`config.mk`:
```
export PLATFORM = sky130hd
export DESIGN_NAME = hall_velocity_estimator
export DESIGN_NICKNAME = d
export VERILOG_FILES = /design/src/rtl/hall_pkg.sv /design/src/rtl/seq_divider.sv /design/src/rtl/hall_velocity_estimator.sv
export SDC_FILE = /design/constraint.sdc
export NUM_CORES = 1
export LEC_CHECK = 0
export CAP_MARGIN = 15
export CORE_UTILIZATION = 60
export CTS_BUF_LIST = sky130_fd_sc_hd__clkbuf_16
export DETAILED_ROUTE_END_ITERATION = 6
export PLACE_DENSITY = 0.8
export SYNTH_ARGS = -nofsm -noshare
export SYNTH_HDL_FRONTEND = slang
export SYNTH_HIERARCHICAL = 1
export SYNTH_SLANG_ARGS = --single-unit
```
`constraint.sdc`:
```
create_clock -name clk -period 10.2 [get_ports clk]
set_clock_uncertainty 0.05 [all_clocks]
set_input_delay 1.02 -clock clk [delete_from_list [all_inputs] [get_ports clk]]
set_output_delay 1.02 -clock clk [all_outputs]
set_load 0.02 [all_outputs]
```
`src/rtl/hall_pkg.sv`:
```
// Shared types, commutation table, FSM encoding and default constants
// for the Hall-sensor velocity estimator.
package hall_pkg;

  typedef logic [2:0] hall_t;
  typedef logic [2:0] hall_idx_t;

  localparam hall_idx_t BAD_IDX = 3'd7;

  // Forward commutation order; reverse rotation walks it backwards.
  localparam hall_t FWD_SEQ [6] = '{3'b001, 3'b011, 3'b010, 3'b110, 3'b100, 3'b101};

  typedef enum logic [1:0] {IDLE, DIVIDE, DONE} state_t;

  localparam int unsigned DEF_PRESCALE      = 64;
  localparam logic [31:0] DEF_VEL_NUMERATOR = 32'd1_000_000;
  localparam logic [15:0] DEF_STALL_TICKS   = 16'hFFFF;
  localparam int unsigned DIV_STEPS         = 32;

  function automatic hall_idx_t hall_index(hall_t h);
    hall_idx_t idx;
    idx = BAD_IDX;
    for (int i = 0; i < 6; i++)
      if (FWD_SEQ[i] == h) idx = hall_idx_t'(i);
    return idx;
  endfunction

  function automatic hall_idx_t idx_next(hall_idx_t i);
    return (i == 3'd5) ? 3'd0 : i + 3'd1;
  endfunction

  function automatic hall_idx_t idx_prev(hall_idx_t i);
    return (i == 3'd0) ? 3'd5 : i - 3'd1;
  endfunction

endpackage

```
`src/rtl/seq_divider.sv`:
```
// 32-bit by 16-bit restoring radix-2 divider: one quotient bit per cycle,
// 32 cycles from start to a one-cycle done pulse.
module seq_divider
  import hall_pkg::*;
(
  input  logic        clk,
  input  logic        reset_n,
  input  logic        start,
  input  logic [31:0] dividend,
  input  logic [15:0] divisor,
  output logic [31:0] quotient,
  output logic        done
);

  localparam logic [5:0] LAST_STEP = 6'(DIV_STEPS - 1);

  logic [31:0] shift;
  logic [15:0] rem;
  logic [15:0] dvsr;
  logic [5:0]  steps;
  logic        busy;

  logic [15:0] step_rem_in;
  logic        step_bit_in;
  logic [15:0] step_dvsr;
  logic [16:0] step_out;

  function automatic logic [16:0] div_step(logic [15:0] r, logic b, logic [15:0] d);
    logic [16:0] cur;
    cur = {r, b};
    if (cur >= {1'b0, d}) return {16'(cur - {1'b0, d}), 1'b1};
    else                  return {cur[15:0], 1'b0};
  endfunction

  // The first step is taken on the start cycle itself, so the quotient is
  // complete after 32 clock edges.
  always_comb begin
    step_rem_in = busy ? rem : 16'd0;
    step_bit_in = busy ? shift[31] : dividend[31];
    step_dvsr   = busy ? dvsr : divisor;
    step_out    = div_step(step_rem_in, step_bit_in, step_dvsr);
  end

  // NOTE: sequential state uses non-blocking assignments only, so every flop
  // samples the pre-edge values regardless of statement order.
  always_ff @(posedge clk or negedge reset_n) begin
    if (!reset_n) begin
      shift <= '0;
      rem   <= '0;
      dvsr  <= '0;
      steps <= '0;
      busy  <= 1'b0;
      done  <= 1'b0;
    end else begin
      done <= 1'b0;
      if (start && !busy) begin
        rem   <= step_out[16:1];
        shift <= {dividend[30:0], step_out[0]};
        dvsr  <= divisor;
        steps <= 6'd1;
        busy  <= 1'b1;
      end else if (busy) begin
        rem   <= step_out[16:1];
        shift <= {shift[30:0], step_out[0]};
        steps <= steps + 6'd1;
        if (steps == LAST_STEP) begin
          busy <= 1'b0;
          done <= 1'b1;
        end
      end
    end
  end

  assign quotient = shift;

endmodule

```
`src/rtl/hall_velocity_estimator.sv`:
```
// Hall-sensor period measurement and velocity = VEL_NUMERATOR / period.
// Define HALL_DIRECTION_EN to accept reverse rotation and report direction.
module hall_velocity_estimator
  import hall_pkg::*;
#(
  parameter int unsigned PRESCALE      = DEF_PRESCALE,
  parameter logic [31:0] VEL_NUMERATOR = DEF_VEL_NUMERATOR,
  parameter logic [15:0] STALL_TICKS   = DEF_STALL_TICKS
) (
  input  logic        clk,
  input  logic        reset_n,
  input  logic [2:0]  hall,
  output logic [15:0] actual_velocity,
  output logic        velocity_valid,
  output logic        direction,
  output logic        hall_fault
);

  localparam int unsigned TW = (PRESCALE > 1) ? $clog2(PRESCALE) : 1;

  hall_t       sync1, sync2, last_hall;
  logic        primed, stalled;
  logic [TW-1:0] tick_cnt;
  logic        tick;
  logic [15:0] period_cnt, period_next, cap_period;
  logic [15:0] pending;
  logic        pending_valid;
  hall_idx_t   sync_idx, last_idx;
  logic        sync_bad, last_bad, fwd_move, legal_move;
  logic        hall_edge, illegal_edge, restart_edge, meas_edge, stall_hit;
  state_t      state, state_next;
  logic        div_start, div_done, stash, load_velocity;
  logic [15:0] div_divisor;
  logic [31:0] div_quotient;

  // NOTE: the synchronizer flops carry no reset; after release they already
  // hold the live sensor value, which primes last_hall on the first clock.
  always_ff @(posedge clk) begin
    sync1 <= hall;
    sync2 <= sync1;
  end

  assign tick = (PRESCALE <= 1) || (tick_cnt == TW'(PRESCALE - 1));

  always_comb begin
    sync_idx   = hall_index(sync2);
    last_idx   = hall_index(last_hall);
    sync_bad   = (sync_idx == BAD_IDX);
    last_bad   = (last_idx == BAD_IDX);
    fwd_move   = !sync_bad && !last_bad && (sync_idx == idx_next(last_idx));
`ifdef HALL_DIRECTION_EN
    legal_move = fwd_move ||
                 (!sync_bad && !last_bad && (sync_idx == idx_prev(last_idx)));
`else
    legal_move = fwd_move;
`endif
    hall_edge    = primed && (sync2 != last_hall);
    illegal_edge = hall_edge && (sync_bad || (!last_bad && !legal_move));
    restart_edge = hall_edge && !illegal_edge && (stalled || last_bad);
    meas_edge    = hall_edge && !illegal_edge && !stalled && !last_bad;
    period_next  = (tick && period_cnt != STALL_TICKS) ? period_cnt + 16'd1 : period_cnt;
    cap_period   = (period_next == 16'd0) ? 16'd1 : period_next;
    stall_hit    = !stalled && !hall_edge && (period_cnt != STALL_TICKS) &&
                   (period_next == STALL_TICKS);
  end

  always_ff @(posedge clk or negedge reset_n) begin
    if (!reset_n) begin
      tick_cnt   <= '0;
      period_cnt <= '0;
      last_hall  <= '0;
      primed     <= 1'b0;
      stalled    <= 1'b1;
      hall_fault <= 1'b0;
    end else begin
      tick_cnt <= tick ? '0 : tick_cnt + 1'b1;
      if (!primed) begin
        primed    <= 1'b1;
        last_hall <= sync2;
      end else if (hall_edge) begin
        last_hall <= sync2;
      end
      period_cnt <= hall_edge ? 16'd0 : period_next;
      // A fault also drops the timing reference, like a stall.
      if (illegal_edge) begin
        hall_fault <= 1'b1;
        stalled    <= 1'b1;
      end else if (restart_edge) begin
        stalled <= 1'b0;
      end else if (stall_hit) begin
        stalled <= 1'b1;
      end
    end
  end

`ifdef HALL_DIRECTION_EN
  always_ff @(posedge clk or negedge reset_n) begin
    if (!reset_n)                      direction <= 1'b1;
    else if (hall_edge && legal_move)  direction <= fwd_move;
  end
`else
  assign direction = 1'b1;
`endif

  always_ff @(posedge clk or negedge reset_n) begin
    if (!reset_n) state <= IDLE;
    else          state <= state_next;
  end

  always_comb begin
    state_next = state;
    case (state)
      IDLE:    if (meas_edge || pending_valid) state_next = DIVIDE;
      DIVIDE:  if (div_done) state_next = DONE;
      DONE:    state_next = (meas_edge || pending_valid) ? DIVIDE : IDLE;
      default: state_next = IDLE;
    endcase
  end

  // NOTE: every output of this block gets a default before the case, so no
  // path leaves a signal unassigned and no latch is inferred.
  always_comb begin
    div_start     = 1'b0;
    div_divisor   = cap_period;
    stash         = 1'b0;
    load_velocity = 1'b0;
    case (state)
      IDLE, DONE: begin
        if (meas_edge) begin
          div_start = 1'b1;
        end else if (pending_valid) begin
          div_start   = 1'b1;
          div_divisor = pending;
        end
      end
      DIVIDE: begin
        stash         = meas_edge;
        load_velocity = div_done;
      end
      default: ;
    endcase
  end

  // Only the newest edge seen during a division is kept.
  always_ff @(posedge clk or negedge reset_n) begin
    if (!reset_n) begin
      pending       <= '0;
      pending_valid <= 1'b0;
    end else if (stash) begin
      pending       <= cap_period;
      pending_valid <= 1'b1;
    end else if (div_start || stall_hit) begin
      pending_valid <= 1'b0;
    end
  end

  seq_divider u_div (
    .clk      (clk),
    .reset_n  (reset_n),
    .start    (div_start),
    .dividend (VEL_NUMERATOR),
    .divisor  (div_divisor),
    .quotient (div_quotient),
    .done     (div_done)
  );

  // Registered at the end of DIVIDE so value and pulse appear in DONE.
  always_ff @(posedge clk or negedge reset_n) begin
    if (!reset_n) begin
      actual_velocity <= '0;
      velocity_valid  <= 1'b0;
    end else if (stall_hit) begin
      actual_velocity <= '0;
      velocity_valid  <= 1'b1;
    end else if (load_velocity && !stalled) begin
      actual_velocity <= (div_quotient[31:16] != 16'd0) ? 16'hFFFF : div_quotient[15:0];
      velocity_valid  <= 1'b1;
    end else begin
      velocity_valid <= 1'b0;
    end
  end

endmodule

```
==> results.sh <==
export IMPL_run_status="completed"
export IMPL_cts_root_buffer_cell="sky130_fd_sc_hd__clkbuf_16"
export IMPL_detail_route_drc_violations=0
export IMPL_gpl_final_weighted_congestion=0.9555
export IMPL_hp_class="reg -> reg"
export IMPL_htree_num_levels=4
export IMPL_synth_enable_flop_cells=0
export IMPL_detailedRoute_firstPassIterationCount=7
export IMPL_postCtsSetupBuffers=0
export IMPL_final_nets=852
export IMPL_post_cts_resized_instances=0
export IMPL_path_cells="nor3b_1 -> a21oi_2 -> ha_1 -> ha_1 -> nor4b_1 -> o31ai_1 -> a21oi_1 -> a311oi_1 -> nor4_1 -> or3b_1 -> mux2_1 -> mux2_2 -> ha_1 -> nand2b_1 -> a21oi_2 -> o21a_1 -> o21a_1 -> or2_1 -> mux2i_1 -> a221o_1"
export IMPL_global_route_usage_total_pct=27.77
export IMPL_layout_filler_cells=1021
export IMPL_seq_area_um2=3526
export IMPL_fp_row_count=42
export IMPL_floorplan_die_area_um2=14230
export IMPL_floorplan_initialDensity_pct=61.85
export IMPL_synth_simple_area_share_pct=15.40
export IMPL_cts_reportedPaths_clkPinSlew_ns=0.06
export IMPL_via_count=6217
export IMPL_clk_insertion_delay_late_ns=0.42
export IMPL_yosys_most_used_dff="sky130_fd_sc_hd__dfrtp_1"
export IMPL_r2r_start="last_hall[1]$_DFFE_PN0P_"
export IMPL_detailedPlacementHpwl_um=12770
export IMPL_hold_viol_final=0
export IMPL_cp_slowest_stage_delay_ns=0.85
export IMPL_period_minus_slack_ns=6.749
export IMPL_finalCritPeriodShare_pct=66.17
export IMPL_irDropWorstVdd_v=0.0001746
export IMPL_synth_lib_cells_used_distinct=86
export IMPL_number_of_antenna_violations_at_the_first_check_in_global_routing=0
export IMPL_timing_slew_headroom_pct=27.49
export IMPL_leakage_nw=4.135
export IMPL_vias_per_inst=6.137
export IMPL_grt_overflow_total=0
export IMPL_clkSinkCount=142
export IMPL_timing_fmax_mhz=148.2
export IMPL_share_of_the_synthesized_netlist_area_taken_by_xor_and_xnor_gates_pct=3.501
export IMPL_number_of_warnings_reported_in_the_yosys_synthesis_log=6
export IMPL_tritoncts="yes"
export IMPL_timing_rr_end="u_div/rem[9]$_DFFE_PN0P_"
export IMPL_critical_path_startpoint_type="flip-flop"
export IMPL_worstPathRequired_ns=10.46
export IMPL_core_area_um2=13350
export IMPL_fp_dieW_um=119.3
export IMPL_cp_max_fo=27
export IMPL_synth_cell_area_um2=8255
export IMPL_ant_nets=0
export IMPL_max_slew_worst_pin_slew_ns=1.088
export IMPL_min_from="sync1[2]$_DFF_P_"
export IMPL_post_synth_cell_area_avg_um2=10.38
export IMPL_crit_path_frequent_cell="sky130_fd_sc_hd__ha_1"
export IMPL_worst_r2r_path_depth=20
export IMPL_multiInputGateArea_um2=4539
export IMPL_reg2reg_slack_ns=3.45
export IMPL_unrepaired_setup_endpoints_after_global_routing="no"
export IMPL_hold_path_cell_count=0
export IMPL_num_io_pins=24
export IMPL_max_clock_path_buffers=2
export IMPL_multiplexer_share_of_the_synthesized_area_pct=15.05
export IMPL_synth_ff_latch_count=142
export IMPL_finalSetupTns_ns=0
export IMPL_areaGrowthSynthToFinish_pct=11.35
export IMPL_number_of_global_route_vias_before_repair=6264
export IMPL_ys_seq_area_share_pct=42.69
export IMPL_timing_final_setup_violations=0
export IMPL_drt_initial_drc_count=545
export IMPL_worstPathArrival_ns=7.01
export IMPL_die_y_um=119.3
export IMPL_synth_top_family_by_area="compound AO/OA/AOI/OAI gates"
export IMPL_endpoint_with_the_worst_hold_slack="sync2[2]$_DFF_P_"
export IMPL_synth_compound_gate_area_share_pct=15.97
export IMPL_critical_path_class="reg -> reg"
export IMPL_wire_length_of_the_first_global_routing_pass_um=30820
export IMPL_count_of_hold_buffers_inserted_by_post_cts_repair=0
export IMPL_library_cell_contributing_the_largest_single_delay_on_the_critical_path="sky130_fd_sc_hd__or2_1"
export IMPL_number_of_cts_inserted_buffers=17
export IMPL_worst_setup_path_end_kind="flip-flop"
export IMPL_pin_count_of_the_biggest_net_entering_global_routing=85
export IMPL_synth_fa_ha_area_share_pct=3.425
export IMPL_drv_cap=0
export IMPL_drive_gt1_share_pct=14.58
export IMPL_synthArstFlopShare_pct=95.77
export IMPL_p_per_area_nw_per_um2=271.3
export IMPL_placement_io_buffers=22
export IMPL_syn_instance_count=795
export IMPL_insertedDiodeCount=0
export IMPL_final_max_slew_viol_count=0
export IMPL_wire_per_inst_um=18.17
export IMPL_wl_um=18410
export IMPL_finalPower_mw=2.494
state kept, by name, indices dropped and copies added (netlist names):
register and cells:
u_div/dvsr 16, u_div/quotient 32, period_cnt 16, u_div/busy 1
pending 16, u_div/rem 16, pending_valid 1, tick_cnt 6
actual_velocity 16, u_div/done 1, state 2, last_hall 3
primed 1, u_div/steps 6, sync2 3, hall_fault 1
velocity_valid 1, sync1 3, stalled 1
critical path, delay by kind of cell, from the launching register on:
family,cells,cell delay (ns)
DFF,1,0.44
AOI/OAI and AO/OA,8,1.34
adders and majority gates,3,0.78
muxes,3,0.86
and+or+nand+nor,6,3.14
area by class of cell:
type,instances,share of cell area [%]
Timing Repair Buffer,27,2.817
Clock inverter,14,1.647
Clock buffer,17,4.628
Inverter,19,0.7758
Multi-Input combinational cell,618,49.38
Sequential cell,142,38.36
Tap cell,176,2.396
cell usage after synthesis, types with 10 or more instances:
library cell               count  area, um^2
sky130_fd_sc_hd__dfrtp_1     135        3378
sky130_fd_sc_hd__nand2_1      72       270.3
sky130_fd_sc_hd__mux2i_1      66       660.6
sky130_fd_sc_hd__o21ai_0      49       245.2
sky130_fd_sc_hd__mux2_2       39       439.2
sky130_fd_sc_hd__nor2_1       36       135.1
sky130_fd_sc_hd__clkbuf_1     23       86.33
sky130_fd_sc_hd__ha_1         21       262.8
sky130_fd_sc_hd__xnor2_1      20       175.2
sky130_fd_sc_hd__inv_1        19       71.32
sky130_fd_sc_hd__a21oi_1      18       90.09
sky130_fd_sc_hd__and2_1       18       112.6
sky130_fd_sc_hd__nand4_1      16       100.1
sky130_fd_sc_hd__o221a_2      16       180.2
sky130_fd_sc_hd__nand3_1      15       75.07
sky130_fd_sc_hd__o21ai_1      13       65.06
sky130_fd_sc_hd__xor2_1       13       113.9
sky130_fd_sc_hd__nor2b_1      12       75.07
sky130_fd_sc_hd__o211ai_1     12       90.09
sky130_fd_sc_hd__nor3_1       11       55.05
sky130_fd_sc_hd__nand2b_1     10       62.56
layout by cell type (no fill, tap or decap), types with 8 or more instances in the layout:
cell	netlist	final
sky130_fd_sc_hd__nand3_1	15	15
sky130_fd_sc_hd__o211ai_1	12	12
sky130_fd_sc_hd__clkbuf_16	0	17
sky130_fd_sc_hd__clkdlybuf4s50_1	0	21
sky130_fd_sc_hd__nand4_1	16	16
sky130_fd_sc_hd__nor2_1	36	35
sky130_fd_sc_hd__a21oi_1	18	18
sky130_fd_sc_hd__xnor2_1	20	20
sky130_fd_sc_hd__nand2_1	72	72
sky130_fd_sc_hd__inv_1	19	20
sky130_fd_sc_hd__a32oi_1	9	9
sky130_fd_sc_hd__o21ai_0	49	49
sky130_fd_sc_hd__mux2i_1	66	66
sky130_fd_sc_hd__and2_1	18	18
sky130_fd_sc_hd__dfrtp_1	135	134
sky130_fd_sc_hd__and3_1	8	8
sky130_fd_sc_hd__mux2_4	8	8
sky130_fd_sc_hd__nor3_1	11	11
sky130_fd_sc_hd__o221a_2	16	16
sky130_fd_sc_hd__o21ai_1	13	13
sky130_fd_sc_hd__xor2_1	13	13
sky130_fd_sc_hd__ha_1	21	21
sky130_fd_sc_hd__nor2b_1	12	12
sky130_fd_sc_hd__conb_1	2	34
sky130_fd_sc_hd__mux2_2	39	39
sky130_fd_sc_hd__nand2b_1	10	10
worst max-delay path by stage:
stage / to / startpoint / cells after the start
finish: u_div/rem[9]$_DFFE_PN0P_ / last_hall[1]$_DFFE_PN0P_ / 20
global route: u_div/rem[9]$_DFFE_PN0P_ / last_hall[1]$_DFFE_PN0P_ / 20
CTS: u_div/rem[9]$_DFFE_PN0P_ / last_hall[1]$_DFFE_PN0P_ / 20
detailed placement: u_div/rem[9]$_DFFE_PN0P_ / last_hall[1]$_DFFE_PN0P_ / 20
global placement: u_div/rem[9]$_DFFE_PN0P_ / last_hall[1]$_DFFE_PN0P_ / 20
floorplan: u_div/rem[9]$_DFFE_PN0P_ / last_hall[2]$_DFFE_PN0P_ / 24
power by group:
group          total [mW]  switching, mW  internal (mW)
clock network       0.612          0.234          0.378
registers           0.789          0.109          0.681
logic                1.09          0.629          0.464
kinds of logic after synthesis:
kind of cell,count (synthesis)
adder cells (fa/ha/maj),22
XOR/XNOR,33
AND/OR/NAND/NOR,234
flip-flops,142
other,2
multiplexers,115
AO/OA/AOI/OAI,180
buffers and inverters,67
metrics by stage:
stage / instance area, um^2 / hold WS, ns / worst slack, ns / instances / utilization (%)
final: 9193 / 0.2768 / 3.451 / 1013 / 68.87
after global routing: 9193 / 0.2823 / 2.883 / 1013 / 68.87
after CTS: 9193 / 0.2788 / 3.543 / 1013 / 68.87
after detailed placement: 8616 / 0.2654 / 3.578 / 982 / 64.55
after global placement: 8616 / 0.2652 / 4.015 / 982 / 64.55
after floorplan: 8376 / 0.2596 / 5.024 / 827 / -
per-layer routing:
metal	global-route usage (%)	part of all wire, %	up-vias	routed length [um]
met1	36.32	45	3061	8299
met3	5.795	4.5	26	831
met2	45.64	49	182	8986
met4	10.08	1.6	0	292
li1	-	-	2948	-
met5	0	0	-	0
No activity file was read; power rests on OpenSTA's default activity.
